--- src/rtl/shift_rotate_pipe.sv ---
// Pipelined shift/rotate unit: word or halfword elements across a WIDTH-bit register,
// fixed STAGES-cycle latency, with stall (hold) and flush (kill) control.
module shift_rotate_pipe #(
  parameter int WIDTH  = 128,
  parameter int STAGES = 4
) (
  input  logic             clk,
  input  logic             reset_n,
  input  logic             valid_in,
  input  logic [0:31]      instruction,
  input  logic [0:WIDTH-1] ra_data,
  input  logic [0:WIDTH-1] rb_data,
  input  logic             stall,
  input  logic             flush,
  output logic             valid_out,
  output logic             wr_en_out,
  output logic [0:6]       rt_addr_out,
  output logic [0:WIDTH-1] rt_data_out
);

  localparam int NW = WIDTH / 32;
  localparam int NH = WIDTH / 16;

  // Handshake: an op is taken when valid_in & !stall & !flush; stall freezes every
  // stage, flush clears every stage (and the incoming op) and wins over stall.

  // All 16 opcodes share 00001 x 11 h kk: x = immediate form, h = halfword,
  // kk = 00 rot, 11 shl, 01 rotm, 10 rotma.
  logic       legal;
  logic       is_imm;
  logic       is_half;
  logic [1:0] kind;
  logic [6:0] i7;
  logic [6:0] rt;
  logic       unused_bits;

  assign legal       = (instruction[0:4] == 5'b00001) && (instruction[6:7] == 2'b11);
  assign is_imm      = instruction[5];
  assign is_half     = instruction[8];
  assign kind        = instruction[9:10];
  assign i7          = instruction[11:17];
  assign rt          = instruction[25:31];
  assign unused_bits = ^instruction[18:24];

  function automatic logic [31:0] word_op(input logic [31:0] a, input logic [31:0] cnt,
                                          input logic [1:0] k);
    logic [5:0]  s_l;
    logic [5:0]  s_r;
    logic [63:0] dbl;
    logic [31:0] r;
    s_l = cnt[5:0];
    s_r = 6'd0 - cnt[5:0];
    dbl = {a, a} << cnt[4:0];
    case (k)
      2'b00:   r = dbl[63:32];
      2'b11:   r = s_l[5] ? '0 : (a << s_l[4:0]);
      2'b01:   r = s_r[5] ? '0 : (a >> s_r[4:0]);
      default: r = s_r[5] ? {32{a[31]}} : 32'($signed(a) >>> s_r[4:0]);
    endcase
    return r;
  endfunction

  function automatic logic [15:0] half_op(input logic [15:0] a, input logic [15:0] cnt,
                                          input logic [1:0] k);
    logic [4:0]  s_l;
    logic [4:0]  s_r;
    logic [31:0] dbl;
    logic [15:0] r;
    s_l = cnt[4:0];
    s_r = 5'd0 - cnt[4:0];
    dbl = {a, a} << cnt[3:0];
    case (k)
      2'b00:   r = dbl[31:16];
      2'b11:   r = s_l[4] ? '0 : (a << s_l[3:0]);
      2'b01:   r = s_r[4] ? '0 : (a >> s_r[3:0]);
      default: r = s_r[4] ? {16{a[15]}} : 16'($signed(a) >>> s_r[3:0]);
    endcase
    return r;
  endfunction

  logic [0:WIDTH-1] word_res;
  logic [0:WIDTH-1] half_res;
  logic [31:0]      cnt_w;
  logic [15:0]      cnt_h;

  always_comb begin
    word_res = '0;
    half_res = '0;
    cnt_w    = '0;
    cnt_h    = '0;
    for (int j = 0; j < NW; j++) begin
      cnt_w = is_imm ? {{25{i7[6]}}, i7} : rb_data[32*j +: 32];
      word_res[32*j +: 32] = word_op(ra_data[32*j +: 32], cnt_w, kind);
    end
    for (int h = 0; h < NH; h++) begin
      cnt_h = is_imm ? {{9{i7[6]}}, i7} : rb_data[16*h +: 16];
      half_res[16*h +: 16] = half_op(ra_data[16*h +: 16], cnt_h, kind);
    end
  end

  // Bubbles enter stage 1 with zeroed payload so rt_data_out is 0 whenever valid_out is 0.
  logic             v_d;
  logic             w_d;
  logic [6:0]       a_d;
  logic [0:WIDTH-1] d_d;

  always_comb begin
    v_d = valid_in;
    w_d = valid_in & legal;
    a_d = valid_in ? rt : 7'd0;
    d_d = '0;
    if (valid_in && legal) d_d = is_half ? half_res : word_res;
  end

  logic             v_q [STAGES];
  logic             w_q [STAGES];
  logic [6:0]       a_q [STAGES];
  logic [0:WIDTH-1] d_q [STAGES];

  always_ff @(posedge clk or negedge reset_n) begin
    if (!reset_n) begin
      for (int i = 0; i < STAGES; i++) begin
        v_q[i] <= 1'b0;
        w_q[i] <= 1'b0;
        a_q[i] <= '0;
        d_q[i] <= '0;
      end
    end else if (flush) begin
      for (int i = 0; i < STAGES; i++) begin
        v_q[i] <= 1'b0;
        w_q[i] <= 1'b0;
        a_q[i] <= '0;
        d_q[i] <= '0;
      end
    end else if (!stall) begin
      v_q[0] <= v_d;
      w_q[0] <= w_d;
      a_q[0] <= a_d;
      d_q[0] <= d_d;
      for (int i = 1; i < STAGES; i++) begin
        v_q[i] <= v_q[i-1];
        w_q[i] <= w_q[i-1];
        a_q[i] <= a_q[i-1];
        d_q[i] <= d_q[i-1];
      end
    end
  end

  assign valid_out   = v_q[STAGES-1];
  assign wr_en_out   = w_q[STAGES-1];
  assign rt_addr_out = a_q[STAGES-1];
  assign rt_data_out = d_q[STAGES-1];

endmodule

--- config.mk ---
export PLATFORM = sky130hd
export DESIGN_NAME = shift_rotate_pipe
export DESIGN_NICKNAME = d
export VERILOG_FILES = /design/src/rtl/shift_rotate_pipe.sv
export SDC_FILE = /design/constraint.sdc
export NUM_CORES = 2
export LEC_CHECK = 0
export BUFFER_PORTS_ARGS = -buffer_cell sky130_fd_sc_hd__buf_4
export CORE_MARGIN = 1
export CORE_UTILIZATION = 45
export CTS_CLUSTER_DIAMETER = 200
export DETAILED_ROUTE_END_ITERATION = 8
export PLACE_DENSITY = 0.6
export SETUP_SLACK_MARGIN = 0.2
export SYNTH_ARGS = -nofsm -noshare
export SYNTH_HDL_FRONTEND = slang
export SYNTH_SLANG_ARGS = --single-unit
--- constraint.sdc ---
create_clock -name clk -period 1.8 [get_ports clk]
set_clock_uncertainty 0.05 [all_clocks]
set_input_delay 0 -clock clk [delete_from_list [all_inputs] [get_ports clk]]
set_output_delay 0 -clock clk [all_outputs]
set_load 0.005 [all_outputs]
Yosys cells after proc, flatten, opt, wreduce, memory -nomap -nowiden --
Cells that the tools add are included.
Cells by class: $add $sub $neg 12, equality and inequality tests 5, shift-type cells 48, muxes and demuxes 71, bitwise gates (word level) 1, reductions and logical operators 3
Operators by type and width (count):
- 2-to-1 mux 512 bit | 2
- 2-to-1 mux 16 bit | 24
- 2-to-1 mux 32 bit | 12
- one-hot mux 16 bit (3 select lines) | 8
- one-hot mux 32 bit (3 select lines) | 4
- 2-to-1 mux 128 bit | 2
- left shift 32 x 4 -> 32 bit | 8
- left shift 64 x 5 -> 64 bit | 4
- left shift 16 x 4 -> 16 bit | 8
- left shift 32 x 5 -> 32 bit | 4
- right shift 16 x 4 -> 16 bit | 8
- right shift 32 x 5 -> 32 bit | 4
- >>> shifter 16 x 4 -> 16 bit | 8
- >>> shifter 32 x 5 -> 32 bit | 4
- 2-to-1 mux 28 bit | 2
- 2-to-1 mux 5 bit | 8
- subtractor 1 x 5 -> 5 bit, first input constant | 8
- 2-to-1 mux 6 bit | 4
- subtractor 1 x 6 -> 6 bit, first input constant | 4
- 2-to-1 mux 4 bit | 4
- 2-to-1 mux 7 bit | 1
- equality test 5 x 1 -> 1 bit, second input constant | 1
- equality test 2 bit, second input constant | 2
- equality test 2 x 1 -> 1 bit, second input constant | 1
- other kinds (4) | 5
Storage, ports and cells: bits in registers 548, input port bits 293, word-level logic and storage cells 156

Longest topological paths before layout --
depth after elaboration 9, mapped depth 22, depth with buffers taken out 12

Worst setup path before layout --
No wires, ideal clock.
path type input port to flip-flop, start point input port instruction[5] (netlist name), end point register d_q[430] (netlist name), arrival time 3.767 ns, setup slack -2.139 ns, cell stages on the path 18, buffers on the path 9, cells stage by stage buf_6 -> buf_6 -> buf_6 -> buf_6 -> mux2_2 -> inv_1 -> buf_2 -> clkbuf_1 -> ha_1 -> clkbuf_1 -> inv_2 -> clkbuf_1 -> buf_1 -> mux2i_1 -> nor2_1 -> a21oi_1 -> o221ai_1 -> a32o_1
Between the ends: longest elaborated chain between the ends 9, elaborated cells between the ends (all ways) 24, those cells by class 2 x add/sub; 8 x shift; 14 x mux
Ends and longest elaborated chain:
- start: declaration | line 10 | input logic [0:31] instruction,
- 2-to-1 mux 6 bit / 2-to-1 mux 5 bit (equally long branches) | line 92, 96
- subtractor 1 x 6 -> 6 bit / subtractor 1 x 5 -> 5 bit (equally long branches) | line 52, 70
- >>> shifter 32 x 5 -> 32 bit (tied with other cells) | line 58 | default: r = s_r[5] ? {32{a[31]}} : 32'($signed(a) >>> s_r[4:0]);
- 2-to-1 mux 32 bit (tied with other cells) | line 58
- one-hot mux 32 bit (3 select lines) / one-hot mux 16 bit (3 select lines) (equally long branches) | line 54, 72
- 2-to-1 mux 128 bit (*) (2 in a row) | line 112 | if (valid_in && legal) d_d = is_half ? half_res : word_res;
- 2-to-1 mux 512 bit (*) | line 135 | end else if (!stall) begin
- 2-to-1 mux 512 bit (*) | line 128 | end else if (flush) begin
- end signal: indexed assignment | line 144 | d_q[i] <= d_q[i-1];
- end: declaration | line 118 | logic [0:WIDTH-1] d_q [STAGES];
Every way passes the cells marked *; elsewhere a longest branch is shown, timed or not. The select of a mux whose other input is x is not followed. A chain may end at the register's enable or synchronous reset.

Worst setup path in the final report --
start point input port instruction[17] (netlist name), end point register d_q[488] (netlist name)
Same word-level chain as after synthesis.

==> results.rst <==
.. list-table::
   :header-rows: 1

   * - Metric
     - Value
   * - Share of the core filled with cells in the final layout
     - 67.9%
   * - Die Area
     - 130,000 um2
   * - Post-synthesis sequential area ratio
     - 23.7%
   * - Number of distinct library cell variants in the gate-level netlist after synthesis
     - 106
   * - Clock sink total
     - 548
   * - Number of synthesized flops with an enable pin
     - 0
   * - Count of pins over their slew limit
     - 0
   * - Post-place setup slack
     - -1990 ps
   * - Fraction of synthesis flops using an asynchronous set or reset pin
     - 100%
   * - CTS tree
     - yes
   * - Commonest non-fill, non-tap cell in the layout
     - buf_4
   * - Root cell of the clock tree
     - clkbuf_16
   * - Clock Tree Buf Depth
     - 3
   * - Maximum single-stage delay on the critical path
     - 490 ps
   * - Cells on Worst Hold Path
     - 7
   * - Buffer and inverter count on the worst path
     - 5
   * - CP arrival
     - 3010 ps
   * - Worst supply voltage drop on vdd
     - 0.889 mV
   * - ANT nets after route
     - 0
   * - Count of max-cap constraint violations
     - 0
   * - Post-detailed-route DRC marker count
     - 0
   * - Crit-path leading delay family
     - multiplexers
   * - Maximum operating frequency
     - 0.405 GHz
   * - Library cell contributing the largest single delay on the critical path
     - a222oi_1
   * - Cell row count
     - 131
   * - Failing checks
     - setup timing
   * - Drt pass-1 iters
     - 9
   * - Worst Path Required
     - 2340 ps
   * - Final worst slack
     - -667 ps
   * - Number of global-route vias before repair
     - 70,399
   * - Worst slew margin relative to its limit
     - 21.8%
   * - Cell repeated most along the worst path
     - buf_12
   * - Placer congestion estimate
     - 1.14
   * - Run status
     - finished with violations
   * - Detailed-route via count
     - 72,995
   * - Final #Nets
     - 9,583
   * - Kind of end point of the critical path
     - flip-flop
   * - RSZ-0062 raised after global routing
     - yes
   * - R2R cell count
     - 6
   * - Mean cell area of the mapped netlist
     - 8.10 um2
   * - Actual slew at the worst max-slew pin
     - 1170 ps
   * - Number of cells in the design after placement
     - 10,701
   * - Startpoint type of the worst setup path
     - input port
   * - Total clock buffers created by CTS
     - 60
   * - Vias/cell
     - 6.64
   * - Worst min-delay path category
     - in -> reg
   * - Cells along the critical path
     - buf_12 > buf_12 > mux2_4 > buf_12 > buf_4 > mux2i_2 > mux2_2 > a222oi_1 > mux2i_1 > a221oi_1 > buf_4 > or3_1 > a221o_1
   * - Minimum clock period
     - 2470 ps
   * - Syn Std Cell Area
     - 57,800 um2
   * - PortBufs
     - 337
   * - Final Hold Violating Endpoints
     - 0
   * - Maximum fanout encountered on the critical timing path
     - 19
   * - Leakage power of the design
     - 40.2 nW
   * - Final setup violation count
     - 128
   * - Grt total ovfl
     - 0
   * - Growth of design area from synthesis to finish
     - 50.0%
   * - Synthesized netlist cell count
     - 7,133
   * - Number of nets in the synthesized netlist
     - 7,434
   * - Overall die width
     - 360 um
   * - Pwr dens
     - 681 nW/um2
   * - Startpoint-to-endpoint class of the critical path
     - in -> reg
   * - Initial core utilization
     - 45.3%
   * - H-tree lvl count
     - 2
   * - Wire length of the first global-routing pass
     - 474 mm
   * - Final period util
     - 137%
   * - Die extent in y
     - 360 um
   * - Maximum number of pins on one net before global-route repair
     - 194
   * - Fillers
     - 10,381
   * - Post-layout instance count excluding filler cells
     - 10,996
   * - Core Box Area
     - 128,000 um2
   * - Layout cells sized above 1
     - 42.5%
   * - Routed length per placed instance
     - 30.0 um
   * - Sum Neg Setup Slack
     - -62,720 ps
   * - Count of cell instances traversed by the critical path
     - 13
   * - Drt initial violations
     - 10,542
   * - Register bit total from synthesis
     - 548
   * - Tot GR Track Use
     - 48.7%
   * - Clock network latency to the later pin of the worst-skew pair
     - 690 ps
   * - Clock transition at the registers of the reported paths
     - 70 ps
   * - Main synth FF type
     - dfrtp_1
   * - Post-detail-place hpwl
     - 254 mm
   * - Commonest non-fill, non-tap cells in the layout
     - buf_4, mux2i_1, nand2_1
   * - Synth warnings
     - 0
   * - Drt total wl
     - 330 mm
   * - I/O pin cnt
     - 430
   * - Initial antenna violation count
     - 8
-- through the flow --
step	hold WS [ps]	instance area (um2)	power, mW
6_report	43.8	86600	59.0
5_1_grt	31.6	86600	60.3
4_1_cts	0.749	84500	56.3
3_5_place_dp	-168	78400	41.2
3_3_place_gp	-169	78400	41.0
2_1_floorplan	-346	58500	26.0
-- worst min-delay path: cells and delay by family --
| kind | cells | cell delay, ps |
|---|---|---|
| AND/OR/NAND/NOR | 2 | 130 |
| buffers and inverters | 4 | 540 |
| AO/OA/AOI/OAI | 1 | 50 |
-- cell usage after synthesis (23+ instances only) --
library cell / instances / area share (%)
mux2i_1: 1211 / 21
nand2_1: 897 / 5.8
nor2_1: 816 / 5.3
dfrtp_1: 548 / 24
a21oi_1: 508 / 4.4
o21ai_0: 417 / 3.6
clkbuf_1: 386 / 2.5
nand3_1: 190 / 1.6
buf_4: 184 / 2.4
mux4_2: 141 / 5.5
buf_2: 134 / 1.2
nor3_1: 127 / 1.1
a31oi_1: 113 / 1.2
o211ai_1: 96 / 1.2
a211oi_1: 92 / 1.2
buf_1: 77 / 0.50
o22ai_1: 76 / 0.82
mux2_2: 73 / 1.4
a22oi_1: 66 / 0.86
a221oi_1: 57 / 0.86
o221ai_1: 57 / 0.86
and3_1: 54 / 0.58
and2_1: 49 / 0.53
o2111ai_1: 34 / 0.52
a32oi_1: 32 / 0.49
a221o_1: 31 / 0.54
o31ai_1: 30 / 0.39
xnor2_1: 30 / 0.45
o311ai_0: 29 / 0.44
a21boi_0: 28 / 0.36
nand2b_1: 23 / 0.25
-- report_power, final --
group          internal (mW)  switching [mW]  total [mW]
Clock                   7.32            5.51        12.8
Combinational           15.2            18.6        33.8
Sequential              12.3          0.0134        12.3
-- final cells by class --
type	count	area (um2)	share of cell area (%)
antenna	7	17.5	0.0202
clock buffer	75	1670	1.92
clock inverter	32	369	0.426
inverter	35	166	0.192
multi-input combinational	5749	44200	51.0
sequential	548	13700	15.8
tap	1662	2080	2.40
timing repair buffer	2888	24400	28.2
-- worst paths after layout --
path                                       from              endpoint  slack (ps)
max in group asynchronous               reset_n  d_q[236]$_DFFE_PN0P_         600
setup / recovery                instruction[17]  d_q[488]$_DFFE_PN0P_        -670
min in group asynchronous               reset_n  d_q[389]$_DFFE_PN0P_         490
setup reg to reg           d_q[418]$_DFFE_PN0P_  d_q[418]$_DFFE_PN0P_          60
hold reg to reg              w_q[3]$_DFFE_PN0P_    w_q[3]$_DFFE_PN0P_         440
hold / removal                            flush  d_q[397]$_DFFE_PN0P_          40
-- flip-flops by register name, summed over array words and instances (netlist names) --
signal and cells:
w_q 3, valid_out 1, wr_en_out 1, rt_addr_out 7, d_q 384, rt_data_out 128
v_q 3, a_q 21
-- routing by layer --
layer  global-route usage (%)  part of all wire [%]
met4                     31.7                   8.3
met5                        0                 0.011
met1                     61.7                    37
met2                     71.9                    42
met3                     14.2                    13
-- repair_timing --
item                                    CTS  global route
setup buffers                            82            47
hold endpoints to repair                630             0
gates resized for setup                 601           374
gates cloned                             12             4
pin swaps                               135            92
hold buffers                             36             0
endpoints found under the setup margin  128           129
-- logic make-up after synthesis --
family                     synth area share, %
muxes                                     28.9
DFF                                       23.7
adders and majority gates                0.173
buffers and inverters                     7.21
and+or+nand+nor                           16.5
AOI/OAI and AO/OA                         22.3
xor gates and xnor gates                  1.22
(Power assumes the default switching activity.)
